[src/rtl/vending_machine_multi.sv]
// ============================================================================
// Module   : vending_machine_multi
// Purpose  : Multi-product vending controller. Accepts two coin denominations
//            into a capped credit register, vends one of NUM_ITEMS products at
//            price(i) = PRICE_BASE + i*PRICE_STEP, then returns the remaining
//            credit as one change pulse per COIN_A_VAL. All outputs registered.
// Ports    : clk           - system clock, rising edge
//            rst_n         - asynchronous active-low reset
//            i_coin[1:0]   - 00 none, 01 coin A, 10 coin B, 11 invalid
//            i_sel         - product select for a buy
//            i_buy         - purchase request
//            i_cancel      - refund request
//            o_dispense    - one-cycle vend pulse
//            o_item        - vended product, 0 unless o_dispense
//            o_change      - one pulse per COIN_A_VAL returned
//            o_coin_reject - one-cycle pulse, coin not credited
//            o_buy_err     - one-cycle pulse, buy refused
//            o_credit      - current credit
//            o_busy        - high while vending or refunding
//            o_sold_out    - per-product empty flags
// Options  : `define STOCK_COUNT_EN enables per-product stock counters that
//            start at STOCK_INIT; otherwise stock is unlimited and
//            o_sold_out is tied low.
// Revision : 1.0 - initial release
// ============================================================================
`default_nettype none

module vending_machine_multi #(
  parameter int NUM_ITEMS  = 4,
  parameter int SEL_W      = 2,
  parameter int CREDIT_W   = 6,
  parameter int COIN_A_VAL = 5,
  parameter int COIN_B_VAL = 10,
  parameter int PRICE_BASE = 15,
  parameter int PRICE_STEP = 5,
  parameter int MAX_CREDIT = 40,
  parameter int STOCK_INIT = 3
) (
  input  logic                 clk,
  input  logic                 rst_n,
  input  logic [1:0]           i_coin,
  input  logic [SEL_W-1:0]     i_sel,
  input  logic                 i_buy,
  input  logic                 i_cancel,
  output logic                 o_dispense,
  output logic [SEL_W-1:0]     o_item,
  output logic                 o_change,
  output logic                 o_coin_reject,
  output logic                 o_buy_err,
  output logic [CREDIT_W-1:0]  o_credit,
  output logic                 o_busy,
  output logic [NUM_ITEMS-1:0] o_sold_out
);

  localparam logic [1:0] S_IDLE    = 2'd0;
  localparam logic [1:0] S_COLLECT = 2'd1;
  localparam logic [1:0] S_VEND    = 2'd2;
  localparam logic [1:0] S_REFUND  = 2'd3;

  localparam logic [CREDIT_W-1:0] c_unit = CREDIT_W'(COIN_A_VAL);

  logic [1:0]          r_state;
  logic [CREDIT_W-1:0] r_credit;

  logic [1:0]          w_state_nxt;
  logic [CREDIT_W-1:0] w_credit_nxt;
  logic                w_dispense;
  logic [SEL_W-1:0]    w_item;
  logic                w_change;
  logic                w_coin_rej;
  logic                w_buy_err;

  logic [CREDIT_W-1:0] w_coin_val;
  logic                w_coin_valid;
  logic [CREDIT_W:0]   w_sum;
  logic [31:0]         w_price;
  logic                w_sel_ok;
  logic                w_afford;
  logic                w_in_stock;

  always_comb begin
    w_coin_valid = (i_coin == 2'b01) || (i_coin == 2'b10);
    w_coin_val   = (i_coin == 2'b10) ? CREDIT_W'(COIN_B_VAL) : c_unit;
  end

  // One extra bit so the ceiling check cannot be fooled by wrap-around.
  assign w_sum    = {1'b0, r_credit} + {1'b0, w_coin_val};
  // Price evaluated at 32 bits so an out-of-range product never aliases.
  assign w_price  = 32'(PRICE_BASE) + 32'(i_sel) * 32'(PRICE_STEP);
  assign w_sel_ok = 32'(i_sel) < 32'(NUM_ITEMS);
  assign w_afford = 32'(r_credit) >= w_price;

  always_comb begin
    w_state_nxt  = r_state;
    w_credit_nxt = r_credit;
    w_dispense   = 1'b0;
    w_item       = '0;
    w_change     = 1'b0;
    w_coin_rej   = 1'b0;
    w_buy_err    = 1'b0;
    case (r_state)
      S_IDLE, S_COLLECT: begin
        // Cancel is only meaningful with credit held; in IDLE it falls through.
        if (i_cancel && (r_state == S_COLLECT)) begin
          w_state_nxt = S_REFUND;
          w_coin_rej  = (i_coin != 2'b00);
        end else if (i_buy) begin
          // A coin alongside a buy is never credited, even if the buy fails.
          w_coin_rej = (i_coin != 2'b00);
          if ((r_state == S_COLLECT) && w_sel_ok && w_afford && w_in_stock) begin
            w_state_nxt  = S_VEND;
            w_dispense   = 1'b1;
            w_item       = i_sel;
            w_credit_nxt = r_credit - w_price[CREDIT_W-1:0];
          end else begin
            w_buy_err = 1'b1;
          end
        end else if (w_coin_valid) begin
          if (w_sum <= (CREDIT_W+1)'(MAX_CREDIT)) begin
            w_credit_nxt = w_sum[CREDIT_W-1:0];
            w_state_nxt  = S_COLLECT;
          end else begin
            w_coin_rej = 1'b1;
          end
        end else if (i_coin == 2'b11) begin
          w_coin_rej = 1'b1;
        end
      end
      S_VEND: begin
        w_coin_rej  = (i_coin != 2'b00);
        w_state_nxt = (r_credit != '0) ? S_REFUND : S_IDLE;
      end
      default: begin  // S_REFUND
        w_coin_rej = (i_coin != 2'b00);
        if (r_credit > c_unit) begin
          w_change     = 1'b1;
          w_credit_nxt = r_credit - c_unit;
        end else begin
          // Last unit (or nothing left): finish and never underflow.
          w_change     = (r_credit != '0);
          w_credit_nxt = '0;
          w_state_nxt  = S_IDLE;
        end
      end
    endcase
  end

  always_ff @(posedge clk or negedge rst_n) begin
    if (!rst_n) begin
      r_state       <= S_IDLE;
      r_credit      <= '0;
      o_dispense    <= 1'b0;
      o_item        <= '0;
      o_change      <= 1'b0;
      o_coin_reject <= 1'b0;
      o_buy_err     <= 1'b0;
      o_busy        <= 1'b0;
    end else begin
      r_state       <= w_state_nxt;
      r_credit      <= w_credit_nxt;
      o_dispense    <= w_dispense;
      o_item        <= w_item;
      o_change      <= w_change;
      o_coin_reject <= w_coin_rej;
      o_buy_err     <= w_buy_err;
      o_busy        <= (w_state_nxt == S_VEND) || (w_state_nxt == S_REFUND);
    end
  end

  assign o_credit = r_credit;

`ifdef STOCK_COUNT_EN
  localparam int STOCK_W = (STOCK_INIT < 1) ? 1 : $clog2(STOCK_INIT + 1);

  logic [NUM_ITEMS-1:0] w_has_stock;

  for (genvar gi = 0; gi < NUM_ITEMS; gi++) begin : g_stock
    logic [STOCK_W-1:0] r_cnt;
    logic               r_empty;
    logic               w_dec;
    logic [STOCK_W-1:0] w_cnt_nxt;

    assign w_dec     = w_dispense && (32'(i_sel) == 32'(gi));
    assign w_cnt_nxt = w_dec ? (r_cnt - 1'b1) : r_cnt;

    always_ff @(posedge clk or negedge rst_n) begin
      if (!rst_n) begin
        r_cnt   <= STOCK_W'(STOCK_INIT);
        r_empty <= (STOCK_INIT == 0);
      end else begin
        r_cnt   <= w_cnt_nxt;
        r_empty <= (w_cnt_nxt == '0);
      end
    end

    assign w_has_stock[gi] = (r_cnt != '0);
    assign o_sold_out[gi]  = r_empty;
  end

  always_comb begin
    w_in_stock = 1'b0;
    for (int i = 0; i < NUM_ITEMS; i++) begin
      if (32'(i_sel) == 32'(i)) w_in_stock = w_has_stock[i];
    end
  end
`else
  assign w_in_stock = 1'b1;
  assign o_sold_out = '0;
`endif

endmodule

`default_nettype wire

[config.mk]
export PLATFORM = sky130hd
export DESIGN_NAME = vending_machine_multi
export DESIGN_NICKNAME = d
export VERILOG_FILES = /design/src/rtl/vending_machine_multi.sv
export SDC_FILE = /design/constraint.sdc
export NUM_CORES = 1
export LEC_CHECK = 0
export ABC_CLOCK_PERIOD_IN_PS = 2900
export CELL_PAD_IN_SITES_DETAIL_PLACEMENT = 0
export CELL_PAD_IN_SITES_GLOBAL_PLACEMENT = 2
export CORE_MARGIN = 2
export CORE_UTILIZATION = 30
export DETAILED_ROUTE_END_ITERATION = 16
export PLACE_DENSITY = 0.77
export RECOVER_POWER = 25
export SYNTH_ARGS = -nofsm -noshare
export SYNTH_HDL_FRONTEND = slang
export SYNTH_SLANG_ARGS = --single-unit
[constraint.sdc]
create_clock -name clk -period 2.9 [get_ports clk]
set_clock_uncertainty 0.1 [all_clocks]
set_input_delay 0.87 -clock clk [delete_from_list [all_inputs] [get_ports clk]]
set_output_delay 0.87 -clock clk [all_outputs]
set_load 0.01 [all_outputs]
---- After elaboration in Yosys (flattened, before gate mapping) ----
Index checks and enable logic that the tools add are counted.
storage, ports and cells
  register bits after elaboration ......... 15
  input bits .............................. 8
  output and inout port bits .............. 17
  word-level logic and storage cells ...... 74
cells by class
  add/sub/neg operators ................... 4
  order comparisons ....................... 3
  bitwise logic cells ..................... 1
  equality and inequality tests ........... 11
  multiply operators ...................... 1
  reduce and logical (&&, ||, !) cells .... 10
  muxes and demuxes ....................... 36
operators with widths
  operator                                                                          number
  6-bit 2-to-1 mux                                                                  6
  2-bit 2-to-1 mux                                                                  11
  1-bit 2-to-1 mux                                                                  16
  6-bit case mux with 2 select lines                                                1
  2-bit == test (second input constant)                                             5
  3-bit inequality test (second input constant)                                     3
  6-bit by 4-bit adder with 7-bit output                                            1
  7-bit by 6-bit <= comparator with 1-bit output (second input constant)            1
  4-bit by 5-bit adder with 6-bit output (first input constant)                     1
  6-bit greater-or-equal comparator                                                 1
  6-bit by 3-bit greater-than comparator with 1-bit output (second input constant)  1
  6-bit nonzero test                                                                1
  6-bit by 3-bit subtractor with 6-bit output (second input constant)               1
  6-bit subtractor                                                                  1
  2-bit by 3-bit multiplier with 5-bit output (second input constant)               1
  5-bit AND reduction                                                               1
  2-bit by 1-bit == test with 1-bit output (second input constant)                  2
  4-bit 2-to-1 mux                                                                  1
  2-bit case mux with 2 select lines                                                1
  3-bit OR reduction                                                                1
  1-bit logical AND                                                                 2
  2-bit zero test                                                                   1
  1-bit logical OR                                                                  2
  2-bit inequality test (second input constant)                                     1
  3 further kinds                                                                   3

---- Logic depth before layout (Yosys ltp) ----
  word-level depth ........................ 11
  gate-level depth with buffers ........... 11
  gate-level depth less buffers ........... 11

---- Least setup slack after synthesis ----
No wires, ideal clock.
  path kind ............................... in2reg
  from .................................... input i_sel[0]
  to ...................................... register r_credit[0] (netlist: o_credit[0])
  path slack .............................. -0.517 ns
  arrival time ............................ 3.192 ns
  stages .................................. 9
  data required time ...................... 2.675 ns
  setup time .............................. 0.125 ns
  path buffers ............................ 0
  path through ............................ inv_1 ha_1 fa_1 a21oi_1 a2bb2oi_1 a21oi_1 a211o_2 a221oi_4 mux2_4
between the ends
  cells in the longest elaborated chain, start to end .. 7
  elaborated cells on any way between the ends .. 11
  classes of those cells .................. 2 x add/sub; 1 x mul; 1 x order compare; 1 x eq/ne; 4 x mux; 2 x reduce/logical
RTL lines
  item                                           RTL line  source
  start, declared                                42        input logic [SEL_W-1:0] i_sel,
  2-bit by 3-bit multiplier with 5-bit output *  89        assign w_price = 32'(PRICE_BASE) + 32'(i_sel) * 32'(PRICE_STEP);
  4-bit by 5-bit adder with 6-bit output *       89
  6-bit subtractor                               114       w_credit_nxt = r_credit - w_price[CREDIT_W-1:0];
  6-bit 2-to-1 mux                               110       if ((r_state == S_COLLECT) && w_sel_ok && w_afford && w_in_stock) begin
  6-bit 2-to-1 mux                               107       end else if (i_buy) begin
  6-bit 2-to-1 mux                               104       if (i_cancel && (r_state == S_COLLECT)) begin
  6-bit case mux with 2 select lines             101       case (r_state)
  end signal, assigned                           160       r_credit <= w_credit_nxt;
  end, declared                                  63        logic [CREDIT_W-1:0] r_credit;
Every way passes the cells marked *; elsewhere a longest branch is shown, timed or not. The select of a mux whose other input is x is not followed.
A chain may end at the register's enable or synchronous reset.

---- Worst setup path after layout ----
  from .................................... input i_sel[0]
  to ...................................... register r_credit[4] (netlist: o_credit[4])
The elaborated chain is that of the path after synthesis.

==> impl_metrics.py <==
metrics = {
    "placed_design": {
        "gp_congestion": 0.8937,
        "numPortBuffers": 20,
        "place_hpwl_um": 3666,
        "post_dp_cell_area_um2": 2240,
        "placed_cells_incl_taps": 303,
    },
    "worst_setup_path": {
        "critPathKind": "input pin to register",
        "timing.critical_path.required_ps": 2920,
        "arrival_ps": 3160,
        "cp_max_fo": 5,
        "critical_path.startpoint_type": "input pin",
        "crit_path_end_kind": "register",
    },
    "sta": {
        "rsz0062_at_grt": "true",
        "min_cycle_time_layout_ps": 3140,
        "slew_violations": 0,
        "setup_viol": 6,
        "final_critical_path_setup_slack_ps": -239.9,
        "hold_viol": 0,
        "tightest_slew_ps": 709.0,
        "max_slew_margin": 0.5258,
        "final.setup.tns_ps": -1070,
        "max_freq_ghz": 0.3185,
        "final_cycle_share": 1.083,
    },
    "synth": {
        "yosys.cell_types.count": 56,
        "synth_seq_cells": 15,
        "synth-async-reset-ratio": 1.000,
        "syn_area_per_cell_um2": 9.338,
        "synth.cells.most_frequent": "sky130_fd_sc_hd__ha_1 (21), sky130_fd_sc_hd__dfrtp_1 (15), sky130_fd_sc_hd__inv_1 (13), sky130_fd_sc_hd__o21ai_0 (12)",
        "synth-edff-count": 0,
        "fraction_of_the_yosys_area_taken_by_sequential_cells": 0.2297,
        "synth_ff_type": "sky130_fd_sc_hd__dfrtp_1",
        "synth.cell_area_um2": 1634,
        "yosysMostFrequentCell": "sky130_fd_sc_hd__ha_1",
        "post_synth_inst_count": 175,
        "synth_top_cell_by_area": "sky130_fd_sc_hd__dfrtp_1",
        "area_share_of_the_largest_cell_type_after_synthesis": 0.2297,
        "synth.area.top_cells": "sky130_fd_sc_hd__dfrtp_1 (23%), sky130_fd_sc_hd__ha_1 (16%), sky130_fd_sc_hd__o21ai_0 (3.7%), sky130_fd_sc_hd__a21oi_1 (3.4%), sky130_fd_sc_hd__inv_1 (3.0%)",
        "synth_warnings": 0,
    },
    "routing": {
        "postRouteAntennaNets": 0,
        "remaining_drc_errors": 0,
        "viasPerCell": 4.900,
        "wl_um": 4540,
        "detail_route.first_pass.iterations": 4,
        "drt-wirelength-per-cell_um": 14.60,
        "route.vias.total": 1524,
        "detail_route.iter0.violations": 64,
    },
    "finish": {
        "multiInputGateArea_um2": 1287,
        "nFillCells": 489,
        "post_route_cells_drive_above_1_share": 0.4066,
        "fin_util": 0.4666,
        "final_area_um2": 2414,
        "final-instance-count-excl-fill": 311,
        "regArea_um2": 375.4,
        "count_of_antenna_diodes_in_the_layout": 0,
        "syn_to_final_growth_pct": 47.70,
        "final_nets": 272,
    },
    "cts": {
        "ctsHoldBuffers": 0,
        "cts-root-to-sink-buffers": 2,
        "ctsHtreeMaxLevel": 1,
        "clock_tree.root_cell": "sky130_fd_sc_hd__clkbuf_8",
        "clock_insertion_delay_worst_skew_ps": 250,
        "cts_tree": "done",
        "cts.sink_count": 15,
        "clkSlewWorstSetupHoldPaths_ps": 70,
        "number_of_cts_inserted_buffers": 3,
    },
    "outcome": {
        "run_status": "complete, but fails checks",
        "violations": "setup timing",
    },
    "flow_run": {
        "cap_viol_max_count": 0,
    },
    "die": {
        "placement_rows": 26,
        "io-pin-count": 25,
        "start_util": 0.3159,
        "die_area_um2": 6054,
        "floorplan.die.width_um": 77.81,
        "die_h_um": 77.81,
        "core_area_um2": 5172,
    },
    "pwr": {
        "power.density_cell_area_nw_per_um2": 1039,
        "power.leakage_nw": 1.063,
        "ir_worst_vdd_mv": 0.3855,
    },
    "global_routing": {
        "grt_first_pass_wirelength_um": 7707,
        "grt_usage": 0.1601,
        "number_of_global_route_vias_before_repair": 1626,
        "grt_start_max_net_pins": 18,
        "number_of_antenna_violations_at_the_first_check_in_global_routing": 0,
        "globalRouteOverflowTotal": 0,
    },
    "min_path": {
        "min-delay-path-class": "register to register",
    },
}
report_power, final:
group	switching, mW	total, mW	internal [mW]
logic	0.878	1.91	1.04
clock network	0.0730	0.170	0.0972
registers	0.132	0.423	0.290
registers in the layout, indices dropped and copies added, names as in the netlist:
register       cells
o_credit           6
o_item             2
r_state            2
o_busy             1
o_buy_err          1
o_change           1
o_coin_reject      1
o_dispense         1
metal layers:
layer | GRT usage | share of wire
met1 | 0.1886 | 0.42
met2 | 0.2948 | 0.53
met3 | 0.03140 | 0.044
met4 | 0.03929 | 0.012
met5 | 0 | 0
placed cells by master (no fill, tap or decap), types with 2 or more instances in the layout:
cell,count
sky130_fd_sc_hd__clkdlybuf4s50_1,15
sky130_fd_sc_hd__a21oi_2,2
sky130_fd_sc_hd__xnor2_1,3
sky130_fd_sc_hd__o32a_1,2
sky130_fd_sc_hd__xor2_2,2
sky130_fd_sc_hd__o22ai_1,3
sky130_fd_sc_hd__xnor2_2,2
sky130_fd_sc_hd__conb_1,4
sky130_fd_sc_hd__inv_1,9
sky130_fd_sc_hd__o21ai_0,12
sky130_fd_sc_hd__a31o_2,2
sky130_fd_sc_hd__and2b_2,2
sky130_fd_sc_hd__buf_2,2
sky130_fd_sc_hd__clkbuf_8,3
sky130_fd_sc_hd__nand3_1,3
sky130_fd_sc_hd__a211oi_1,2
sky130_fd_sc_hd__a22oi_1,2
sky130_fd_sc_hd__nor3_1,5
sky130_fd_sc_hd__nor2_1,11
sky130_fd_sc_hd__ha_1,14
sky130_fd_sc_hd__inv_4,2
sky130_fd_sc_hd__dfrtp_1,15
sky130_fd_sc_hd__o21a_1,3
sky130_fd_sc_hd__nand3b_1,2
sky130_fd_sc_hd__mux2_4,3
sky130_fd_sc_hd__a21o_1,2
sky130_fd_sc_hd__buf_8,2
sky130_fd_sc_hd__buf_4,48
sky130_fd_sc_hd__nand2_1,11
sky130_fd_sc_hd__a21oi_1,8
sky130_fd_sc_hd__ha_4,7
worst paths after layout:
| check | startpoint | slack, ps | end | depth (start not counted) |
|---|---|---|---|---|
| min in group asynchronous | rst_n | 1010 | o_credit[5] | 1 |
| max reg2reg | o_credit[1] | 90 | o_credit[4] | 7 |
| min | o_credit[0] | 590 | o_credit[0] | 2 |
| min reg2reg | o_credit[0] | 590 | o_credit[0] | 2 |
| max in group asynchronous | rst_n | 1230 | o_credit[4] | 1 |
| max | i_sel[0] | -240 | o_credit[4] | 10 |
repair_timing:
| item | 4_1_cts | 5_1_grt |
|---|---|---|
| endpoints found under the setup margin | 14 | 6 |
| gates resized for setup | 33 | 3 |
| buffers inserted | 2 | 2 |
| pin swaps | 16 | 7 |
layout make-up:
type | instances | share of cell area
inverter | 13 | 0.02385
timing repair buffer | 68 | 0.2322
clock buffer | 4 | 0.01866
multi-input combinational | 141 | 0.5334
tap | 70 | 0.03629
sequential | 15 | 0.1555
kinds of logic after synthesis:
kind of cell / count (synthesis) / synth area share
compound gates: 58 / 0.2772
simple gates: 45 / 0.1417
fa+ha+maj: 22 / 0.1730
buf+inv: 22 / 0.08576
flops: 15 / 0.2297
xor+xnor: 8 / 0.05667
mux: 4 / 0.03369
other cells: 1 / 0.002295
metrics by stage:
stage / worst slack, ps / hold WS [ps] / power, mW
floorplan: -296.5 / 474.4 / 1.544
global placement: -884.3 / 546.1 / 2.209
detailed placement: -964.1 / 554.2 / 2.229
CTS: -270.4 / 585.1 / 2.491
global route: -317.3 / 626.3 / 2.721
finish: -239.9 / 590.6 / 2.508
worst max-delay path: stages:
cell	delay, ps
sky130_fd_sc_hd__buf_8	80
sky130_fd_sc_hd__clkinvlp_4	130
sky130_fd_sc_hd__ha_4	250
sky130_fd_sc_hd__fa_2	370
sky130_fd_sc_hd__a21oi_4	180
sky130_fd_sc_hd__a2bb2oi_2	180
sky130_fd_sc_hd__a21oi_2	70
sky130_fd_sc_hd__a211o_2	310
sky130_fd_sc_hd__a221oi_4	390
sky130_fd_sc_hd__mux2_4	330
(Power assumes the default switching activity.)
